==> src/rtl/alu_pkg.sv <==
// Opcode constants, FSM state encoding and the single-cycle ALU evaluation
// shared by the arbiter and its datapath.
package alu_pkg;

  localparam logic [4:0] OP_ADD  = 5'b00000;
  localparam logic [4:0] OP_SUB  = 5'b01000;
  localparam logic [4:0] OP_SLL  = 5'b00001;
  localparam logic [4:0] OP_SLTS = 5'b00010;
  localparam logic [4:0] OP_SLTU = 5'b00011;
  localparam logic [4:0] OP_XOR  = 5'b00100;
  localparam logic [4:0] OP_SRL  = 5'b00101;
  localparam logic [4:0] OP_SRA  = 5'b01101;
  localparam logic [4:0] OP_OR   = 5'b00110;
  localparam logic [4:0] OP_AND  = 5'b00111;
  localparam logic [4:0] OP_EQ   = 5'b11000;
  localparam logic [4:0] OP_NE   = 5'b11001;
  localparam logic [4:0] OP_LTS  = 5'b11100;
  localparam logic [4:0] OP_GES  = 5'b11101;
  localparam logic [4:0] OP_LTU  = 5'b11110;
  localparam logic [4:0] OP_GEU  = 5'b11111;

  typedef enum logic [1:0] {
    ST_IDLE = 2'd0,
    ST_EXEC = 2'd1,
    ST_RESP = 2'd2
  } state_t;

  typedef struct packed {
    logic [31:0] result;
    logic        flag;
  } alu_out_t;

  // Compares drive only the flag; undefined opcodes fall through to all-zero.
  function automatic alu_out_t alu_eval(input logic [4:0]  op,
                                        input logic [31:0] a,
                                        input logic [31:0] b);
    alu_out_t   o;
    logic [4:0] sh;
    o  = '0;
    sh = b[4:0];
    case (op)
      OP_ADD:  o.result = a + b;
      OP_SUB:  o.result = a - b;
      OP_SLL:  o.result = a << sh;
      OP_SLTS: o.result = {31'd0, $signed(a) < $signed(b)};
      OP_SLTU: o.result = {31'd0, a < b};
      OP_XOR:  o.result = a ^ b;
      OP_SRL:  o.result = a >> sh;
      OP_SRA:  o.result = $signed(a) >>> sh;
      OP_OR:   o.result = a | b;
      OP_AND:  o.result = a & b;
      OP_EQ:   o.flag   = (a == b);
      OP_NE:   o.flag   = (a != b);
      OP_LTS:  o.flag   = $signed(a) < $signed(b);
      OP_GES:  o.flag   = $signed(a) >= $signed(b);
      OP_LTU:  o.flag   = a < b;
      OP_GEU:  o.flag   = a >= b;
      default: o = '0;
    endcase
    return o;
  endfunction

endpackage

==> src/rtl/rr_arb2.sv <==
// Two-way round-robin grant: on a tie the requester not granted last wins.
module rr_arb2 (
  input  logic       valid0,
  input  logic       valid1,
  input  logic       last,
  output logic [1:0] grant
);

  always_comb begin
    grant = 2'b00;
    if (valid0 && valid1) grant = last ? 2'b01 : 2'b10;
    else if (valid0)      grant = 2'b01;
    else if (valid1)      grant = 2'b10;
  end

endmodule

==> src/rtl/alu_share_arb.sv <==
// Two requesters sharing one ALU through an IDLE/EXEC/RESP handshake FSM.
// Per-requester grant counters are built when ALU_ARB_STATS_EN is defined.
module alu_share_arb
  import alu_pkg::*;
#(
  parameter int DATA_W = 32
) (
  input  logic              clk,
  input  logic              rst,
  input  logic              req0_valid,
  output logic              req0_ready,
  input  logic [4:0]        req0_op,
  input  logic [DATA_W-1:0] req0_a,
  input  logic [DATA_W-1:0] req0_b,
  input  logic              req1_valid,
  output logic              req1_ready,
  input  logic [4:0]        req1_op,
  input  logic [DATA_W-1:0] req1_a,
  input  logic [DATA_W-1:0] req1_b,
  output logic              rsp0_valid,
  input  logic              rsp0_ready,
  output logic              rsp1_valid,
  input  logic              rsp1_ready,
`ifdef ALU_ARB_STATS_EN
  output logic [15:0]       grant_cnt0,
  output logic [15:0]       grant_cnt1,
`endif
  output logic [DATA_W-1:0] rsp_result,
  output logic              rsp_flag
);

  // state | meaning
  // IDLE  | no operation in flight; grant one requester combinationally
  // EXEC  | evaluate the latched operation, register result and flag
  // RESP  | present result to owner until it is consumed

  state_t            state_q, state_d;
  logic [1:0]        grant;
  logic              accept;
  logic              rsp_take;
  logic              owner_q;
  logic              last_q;
  logic [4:0]        op_q;
  logic [DATA_W-1:0] a_q, b_q;
  alu_out_t          alu_res;

  rr_arb2 u_rr (
    .valid0 (req0_valid),
    .valid1 (req1_valid),
    .last   (last_q),
    .grant  (grant)
  );

  // Gated with rst so no ready leaks out while reset is held.
  assign accept   = (state_q == ST_IDLE) && !rst && (grant != 2'b00);
  assign rsp_take = owner_q ? rsp1_ready : rsp0_ready;
  assign alu_res  = alu_eval(op_q, a_q, b_q);

  always_ff @(posedge clk or posedge rst) begin
    if (rst) state_q <= ST_IDLE;
    else     state_q <= state_d;
  end

  always_comb begin
    state_d    = state_q;
    req0_ready = 1'b0;
    req1_ready = 1'b0;
    rsp0_valid = 1'b0;
    rsp1_valid = 1'b0;
    case (state_q)
      ST_IDLE: begin
        if (accept) begin
          req0_ready = grant[0];
          req1_ready = grant[1];
          state_d    = ST_EXEC;
        end
      end
      ST_EXEC: state_d = ST_RESP;
      ST_RESP: begin
        rsp0_valid = !owner_q;
        rsp1_valid = owner_q;
        if (rsp_take) state_d = ST_IDLE;
      end
      default: state_d = ST_IDLE;
    endcase
  end

  // last_q resets to 1 so requester 0 wins the first tie.
  always_ff @(posedge clk or posedge rst) begin
    if (rst) begin
      owner_q    <= 1'b0;
      last_q     <= 1'b1;
      op_q       <= '0;
      a_q        <= '0;
      b_q        <= '0;
      rsp_result <= '0;
      rsp_flag   <= 1'b0;
    end else begin
      if (accept) begin
        owner_q <= grant[1];
        last_q  <= grant[1];
        op_q    <= grant[1] ? req1_op : req0_op;
        a_q     <= grant[1] ? req1_a  : req0_a;
        b_q     <= grant[1] ? req1_b  : req0_b;
      end
      if (state_q == ST_EXEC) begin
        rsp_result <= alu_res.result;
        rsp_flag   <= alu_res.flag;
      end
    end
  end

`ifdef ALU_ARB_STATS_EN
  always_ff @(posedge clk or posedge rst) begin
    if (rst) begin
      grant_cnt0 <= '0;
      grant_cnt1 <= '0;
    end else if (accept) begin
      if (grant[0] && grant_cnt0 != 16'hFFFF) grant_cnt0 <= grant_cnt0 + 16'd1;
      if (grant[1] && grant_cnt1 != 16'hFFFF) grant_cnt1 <= grant_cnt1 + 16'd1;
    end
  end
`endif

endmodule
==> config.mk <==
export PLATFORM = sky130hd
export DESIGN_NAME = alu_share_arb
export DESIGN_NICKNAME = d
export VERILOG_FILES = /design/src/rtl/alu_pkg.sv /design/src/rtl/rr_arb2.sv /design/src/rtl/alu_share_arb.sv
export SDC_FILE = /design/constraint.sdc
export NUM_CORES = 1
export LEC_CHECK = 0
export BUFFER_PORTS_ARGS = -buffer_cell sky130_fd_sc_hd__clkbuf_2
export CAP_MARGIN = 10
export CELL_PAD_IN_SITES_DETAIL_PLACEMENT = 1
export CELL_PAD_IN_SITES_GLOBAL_PLACEMENT = 2
export CORE_ASPECT_RATIO = 0.6
export CORE_MARGIN = 10
export CORE_UTILIZATION = 35
export DETAILED_ROUTE_END_ITERATION = 6
export MAX_ROUTING_LAYER = met4
export PLACE_DENSITY = 0.9
export SETUP_SLACK_MARGIN = 0.05
export SYNTH_ARGS = -nofsm -noshare
export SYNTH_HDL_FRONTEND = slang
export SYNTH_SLANG_ARGS = --single-unit
export TNS_END_PERCENT = 5
==> constraint.sdc <==
create_clock -name clk -period 4 [get_ports clk]
set_input_delay 0.2 -clock clk [delete_from_list [all_inputs] [get_ports clk]]
set_output_delay 0.2 -clock clk [all_outputs]
set_load 0.005 [all_outputs]
==> results of run 1 <==
-- state kept, by name (all words and copies together), names as in the netlist --
name        count
op_q            5
b_q            32
owner_q         1
state_q         2
rsp_flag        1
a_q            32
last_q          1
rsp_result     32
-- worst max-delay path: stages, from the launching register on --
cell      delay [ps]
dfrtp_1          440
ha_1             280
inv_1             90
fa_1             420
nor2b_1          240
o211ai_1         190
a211oi_2         370
nor3_1           150
o21ba_2          280
o32ai_2          550
a221oi_2         160
xnor2_1          160
a221oi_1         270
o21ai_1           80
-- area by class of cell --
cell class / instances / area [um2]
Timing Repair Buffer: 326 / 2062
Sequential cell: 106 / 2661
Clock buffer: 11 / 242.7
Inverter: 97 / 366.6
Multi-Input combinational cell: 1375 / 9664
Antenna cell: 2 / 5.005
Tap cell: 504 / 630.6
Clock inverter: 5 / 43.79
Fill cell: 4613 / 21080
-- synth_stat cells, types with 6 or more instances --
library cell / instances
nand3_1: 20
a21boi_0: 6
a222oi_1: 11
nor2_1: 179
xnor2_1: 9
a211oi_1: 38
o21ai_0: 179
a211o_1: 8
nor3_1: 37
o22ai_1: 19
a221o_1: 8
o211ai_1: 10
nor2b_1: 6
and2_1: 6
or3_1: 6
o221ai_1: 16
o31ai_1: 10
a21o_1: 16
a21oi_1: 145
a31oi_1: 21
clkbuf_1: 88
a2111oi_0: 10
buf_1: 20
o21bai_1: 14
mux2i_1: 110
buf_2: 26
and3_1: 8
mux4_2: 45
a221oi_1: 16
inv_1: 91
nand2_1: 200
ha_1: 99
o21ai_1: 8
nand2b_1: 12
dfrtp_1: 105
nor4_1: 14
-- per-layer routing --
| layer | track usage | routed length (um) |
|---|---|---|
| met1 | 0.4548 | 33420 |
| met2 | 0.4233 | 28330 |
| met3 | 0.07783 | 8549 |
| met4 | 0.05470 | 1182 |
| met5 | - | 0 |
-- through the flow --
| stage | area [um2] | setup WS (ps) | total power [mW] |
|---|---|---|---|
| final | 15680 | 187.3 | 17.67 |
| after global routing | 15670 | 1.307 | 18.64 |
| after CTS | 15620 | 77.91 | 17.00 |
| after global placement | 15310 | -69.18 | 15.73 |
| after floorplan | 13160 | 318.8 | 10.39 |
| after detailed placement | 15310 | -209.5 | 15.94 |
-- repair_timing --
action	4_1_cts	5_1_grt
resized for setup	2	8
endpoints found under the setup margin	1	8
hold endpoints to repair	24	0
hold buffers	1	0
-- power by group through the flow --
stage / clock network [mW] / logic, mW / registers, mW
after floorplan: 0 / 8.36 / 2.03
after global placement: 0 / 13.7 / 2.03
after detailed placement: 0 / 13.9 / 2.06
after CTS: 0.985 / 14.0 / 2.04
after global routing: 1.02 / 15.5 / 2.12
final: 0.966 / 14.6 / 2.05
-- kinds of logic (layout without fill, tap and decap cells) --
logic type,Yosys count,after routing
flip-flops,106,106
adder cells (fa/ha/maj),101,101
buffers and inverters,236,439
XOR/XNOR,11,11
AO/OA/AOI/OAI,591,591
other,0,2
AND/OR/NAND/NOR,513,513
multiplexers,159,159
-- how the worst max path moves through the flow --
stage | startpoint | endpoint | slack [ps] | cells past startpoint
floorplan | b_q[2] | rsp_result[31] | 320 | 16
global placement | a_q[1] | rsp_result[9] | -70 | 14
detailed placement | a_q[1] | rsp_result[9] | -210 | 14
CTS | a_q[1] | rsp_result[31] | 80 | 13
global route | a_q[1] | rsp_result[31] | 1 | 14
finish | a_q[0] | rsp_result[28] | 190 | 13
==> results by group, run 1 <==
Floorplan
  • Starting Density: 0.3581
  • Die footprint: 0.04602 mm2
  • Core box area: 0.03676 mm2
  • Num rows: 54
  • I/O pins: 181
  • Die width: 270.4 um
  • Die Span Y: 170.2 um

Synth
  • Post-synthesis compound-gate area fraction: 0.2889
  • Synth area leader: dfrtp_1
  • Yosys top cell area share: 0.1996
  • Syn_area_per_cell: 7.667 um2
  • Synth area leaders: dfrtp_1, ha_1, mux2i_1, mux4_2, o21ai_0
  • EDFF count, synth: 0
  • Distinct cells, synth: 85
  • Ys async rst share: 1.000
  • Xor/xnor share of the synthesized area: 0.007319
  • Yosys warns: 0
  • Largest family of logic cells by synthesized area: compound AO/OA/AOI/OAI gates
  • Multiplexer share of the synthesized area: 0.1641
  • Synthesized instance count: 1717
  • Syn_nets: 1962
  • Primary FF master, synth: dfrtp_1
  • Yosys reg bits: 106
  • Area share of fa/ha/maj cells after synthesis: 0.09714
  • Sequential share of the synthesized area: 0.2016
  • Simple-gate share of the synthesized area: 0.1693
  • Syn Std Cell Area: 0.01316 mm2

STA
  • Worst-margin pin slew: 1255 ps
  • RSZ-0062 raised after global routing: true
  • Final setup fails: 0
  • Peak Freq: 262.3 MHz
  • Post-route setup TNS: 0 ps
  • Hold Vio Cnt, Final: 0
  • Hold Slack: 77.30 ps
  • Max Slew Vio Count: 0
  • Slew HR: 0.1562
  • Final Skew: 18.25 ps
  • Final min period: 3813 ps
  • Fin crit share: 0.9532

Cells and area
  • Layout cells sized above 1: 0.2245
  • Layout Utilization: 0.4265
  • Area grow syn2layout: 19.09%
  • Commonest non-fill, non-tap cell in the layout: nand2_1
  • Most frequent cells in the layout: nand2_1, clkbuf_2, o21ai_0
  • Non-filler cells, final: 2426
  • Nets: 2160

Worst hold path
  • Hold Crit Class: input pin to register
  • Worst hold start: req0_a[6]
  • Hold Path Cell Cnt: 3
  • Worst-case hold path end point: a_q[6]

Drt
  • 1st-pass router iterations: 7
  • Antenna Nets Post-Route: 0
  • Remaining DRCs: 0
  • Drt initial violations: 2439
  • Drt via density: 6.395
  • Total Routed Length: 71.48 mm
  • Per-cell routed wire length: 29.47 um
  • DR vias: 15520

Clock network
  • Clk buf depth: 2
  • CTS Sinks: 106
  • Root buf cell: clkbuf_16
  • H-tree depth: 3
  • Number of buffers created by CTS: 9
  • Buffers inserted by post-CTS timing repair: 0
  • Worst skew pair latency: 410 ps
  • CTS tree: done
  • Clock slew at reported path FFs: 90 ps

Setup path
  • Worst r2r src: a_q[0]
  • Critical path class: register to register
  • CP required: 4260 ps
  • Crit. End Element: register
  • Critical Path Start Type: register
  • Reg2reg setup slack: 190 ps
  • Worst-path maximum fanout: 6
  • Arrival time worst endpoint: 4070 ps
  • Worst r2r dst: rsp_result[28]
  • Worst reg2reg path depth: 13

Placed design
  • GP Congestion: 1.044
  • Port bufs: 180
  • Placed cells: 2407
  • Hpwl dp: 57.19 mm

Pwr
  • Sw Ratio: 0.5970
  • Cell area power density: 1127 mW/mm2
  • Clock power share: 0.055
  • Int Power: 7.119 mW
  • Leak Pwr: 7.075 nW
  • Switch Pwr: 10.55 mW
  • Flop pwr share: 0.116
  • Maximum vdd ir drop: 0.3260 mV
  • Logic pwr share: 0.829

Global routing
  • Grt total ovfl: 0
  • Total GRT Usage: 0.3112
  • Initial antenna violation count: 3
  • Vias in the first global route: 15190
  • Largest net degree at the start of global routing: 103
  • First-pass GRT wire length: 105.4 mm

Outcome
  • Status: complete, no violations

Job
  • Total of max-cap violations: 0
Note: power is estimated with default switching activity, not from simulation.
==> inputs of run 2 (changes only) <==
--- a/config.mk
+++ b/config.mk
@@ -15,7 +15,7 @@
 export DETAILED_ROUTE_END_ITERATION = 6
 export MAX_ROUTING_LAYER = met4
 export PLACE_DENSITY = 0.9
-export SETUP_SLACK_MARGIN = 0.05
+export SETUP_SLACK_MARGIN = 0.2
 export SYNTH_ARGS = -nofsm -noshare
 export SYNTH_HDL_FRONTEND = slang
 export SYNTH_SLANG_ARGS = --single-unit
==> run 2 against run 1 <==
  * The run now ends with DRC left
  * Cell count about the same
  * Final area up 0.25%
  * Utilization up 0.11 points
  * Hold slack improved by 2.6 ps
  * Global-route usage did not move
  * Register-to-register slack better by 80 ps
  * Critical path depth is 1 lower
  * Flip-flop and latch count is the same
  * Sequential power is essentially flat
==> results by group, run 2 (same netlist as run 1, synthesis figures left out) <==
Floorplan
  • Starting Density: 0.3581
  • Die width: 270.4 um
  • Core box area: 0.03676 mm2
  • I/O pins: 181
  • Die footprint: 0.04602 mm2
  • Num rows: 54
  • Die Span Y: 170.2 um

Setup path
  • Arrival time worst endpoint: 4000 ps
  • Critical path class: register to register
  • Worst-path maximum fanout: 28
  • Critical Path Start Type: register
  • Worst reg2reg path depth: 12
  • Crit. End Element: register
  • CP required: 4270 ps

Global routing
  • Grt total ovfl: 0
  • Total GRT Usage: 0.3112
  • Largest net degree at the start of global routing: 103
  • Vias in the first global route: 15190
  • First-pass GRT wire length: 105.4 mm
  • Initial antenna violation count: 3

Clock network
  • Root buf cell: clkbuf_16
  • Clock slew at reported path FFs: 90 ps
  • Buffers inserted by post-CTS timing repair: 0
  • Number of buffers created by CTS: 9
  • Clk buf depth: 2
  • CTS tree: done
  • H-tree depth: 3
  • Worst skew pair latency: 400 ps
  • CTS Sinks: 106

Cells and area
  • Most frequent cells in the layout: nand2_1, clkbuf_2, o21ai_0
  • Reg area: 0.002661 mm2
  • Largest registers: a_q: 32 flops, b_q: 32 flops, rsp_result: 32 flops
  • Nets: 2160
  • Multi-input logic area: 0.009706 mm2
  • Area grow syn2layout: 19.38%
  • Commonest non-fill, non-tap cell in the layout: nand2_1
  • Fill cell total of the finished layout: 4615
  • Layout cells sized above 1: 0.2245

Drt
  • Remaining DRCs: 3
  • Antenna Nets Post-Route: 0
  • Total Routed Length: 71.50 mm
  • Drt initial violations: 2361
  • DR vias: 15510
  • Drt via density: 6.395
  • 1st-pass router iterations: 7
  • Per-cell routed wire length: 29.48 um

STA
  • Final min period: 3729 ps
  • RSZ-0062 raised after global routing: true
  • Fin crit share: 0.9323
  • Final Skew: 13.08 ps
  • Final setup fails: 0
  • Worst-margin pin slew: 1194 ps
  • Hold Vio Cnt, Final: 0
  • Peak Freq: 268.2 MHz
  • Slew HR: 0.1974
  • Hold Slack: 79.86 ps
  • Setup ws final: 271.0 ps
  • Max Slew Vio Count: 0
  • Post-route setup TNS: 0 ps

Worst hold path
  • Hold Path Cell Cnt: 3
  • Hold Crit Class: input pin to register

Outcome
  • Status: finished with violations
  • Failing checks: DRC

Pwr
  • Cell area power density: 1128 mW/mm2
  • Maximum vdd ir drop: 0.3250 mV
  • Leak Pwr: 7.096 nW

Placed design
  • Pre-CTS setup slack: -209.5 ps
  • GP Congestion: 1.044
  • Hpwl dp: 57.19 mm
  • Port bufs: 180

Job
  • Total of max-cap violations: 0
[run 2: power by group]
part	total [mW]	leakage, nW	switching (mW)	internal, mW
combinational	14.7	5.62	9.57	5.14
clock	0.968	0.135	0.517	0.451
sequential	2.05	1.35	0.498	1.55
[run 2: worst paths after layout]
| path | start | to | slack, ps |
|---|---|---|---|
| worst max-delay path | b_q[1] | rsp_result[26] | 270 |
| worst min-delay path | req0_a[6] | a_q[6] | 80 |
| worst max register to register | b_q[1] | rsp_result[26] | 270 |
| worst min register to register | rsp_result[12] | rsp_result[12] | 490 |
| max in group asynchronous | rst | rsp_result[18] | 2650 |
| min in group asynchronous | rst | state_q[1] | 340 |
[run 2: cell type report]
cell class / count / area share
Multi-Input combinational cell: 1375 / 0.6176
Sequential cell: 106 / 0.1693
Timing Repair Buffer: 326 / 0.1312
Tap cell: 504 / 0.04013
Inverter: 97 / 0.02333
Clock buffer: 11 / 0.01545
Clock inverter: 5 / 0.002787
Antenna cell: 1 / 0.0001592
[run 2: stage by stage]
stage	instances	area (um2)	power, mW	util
after CTS	2424	15620	17.00	0.4249
after detailed placement	2407	15310	15.94	0.4167
after global routing	2424	15710	18.73	0.4275
after floorplan	1717	13160	10.39	-
after global placement	2407	15310	15.73	0.4167
final	2425	15720	17.73	0.4276
[run 2: worst max-delay path: stages (launching register included)]
cell and delay (ps):
dfrtp_4 510, buf_4 260, fa_1 480, o21bai_1 270, nand2_1 140, a31oi_1 390
or3_4 230, o31a_1 260, a41oi_2 220, o21ai_1 420, nor2_1 80, nor4_1 260
nor3_1 70
[run 2: per-layer routing]
metal	global-route usage	part of all wire
met5	-	0
met4	0.05470	0.017
met3	0.07783	0.12
met2	0.4233	0.40
met1	0.4548	0.47
[run 2: repair_timing]
item                                   4_1_cts  5_1_grt
gates resized for setup                      2       13
cloned                                       0        0
pin swaps                                    0        1
hold buffers                                 1        0
setup endpoints to repair                    5       15
endpoints found under the hold margin       24        0
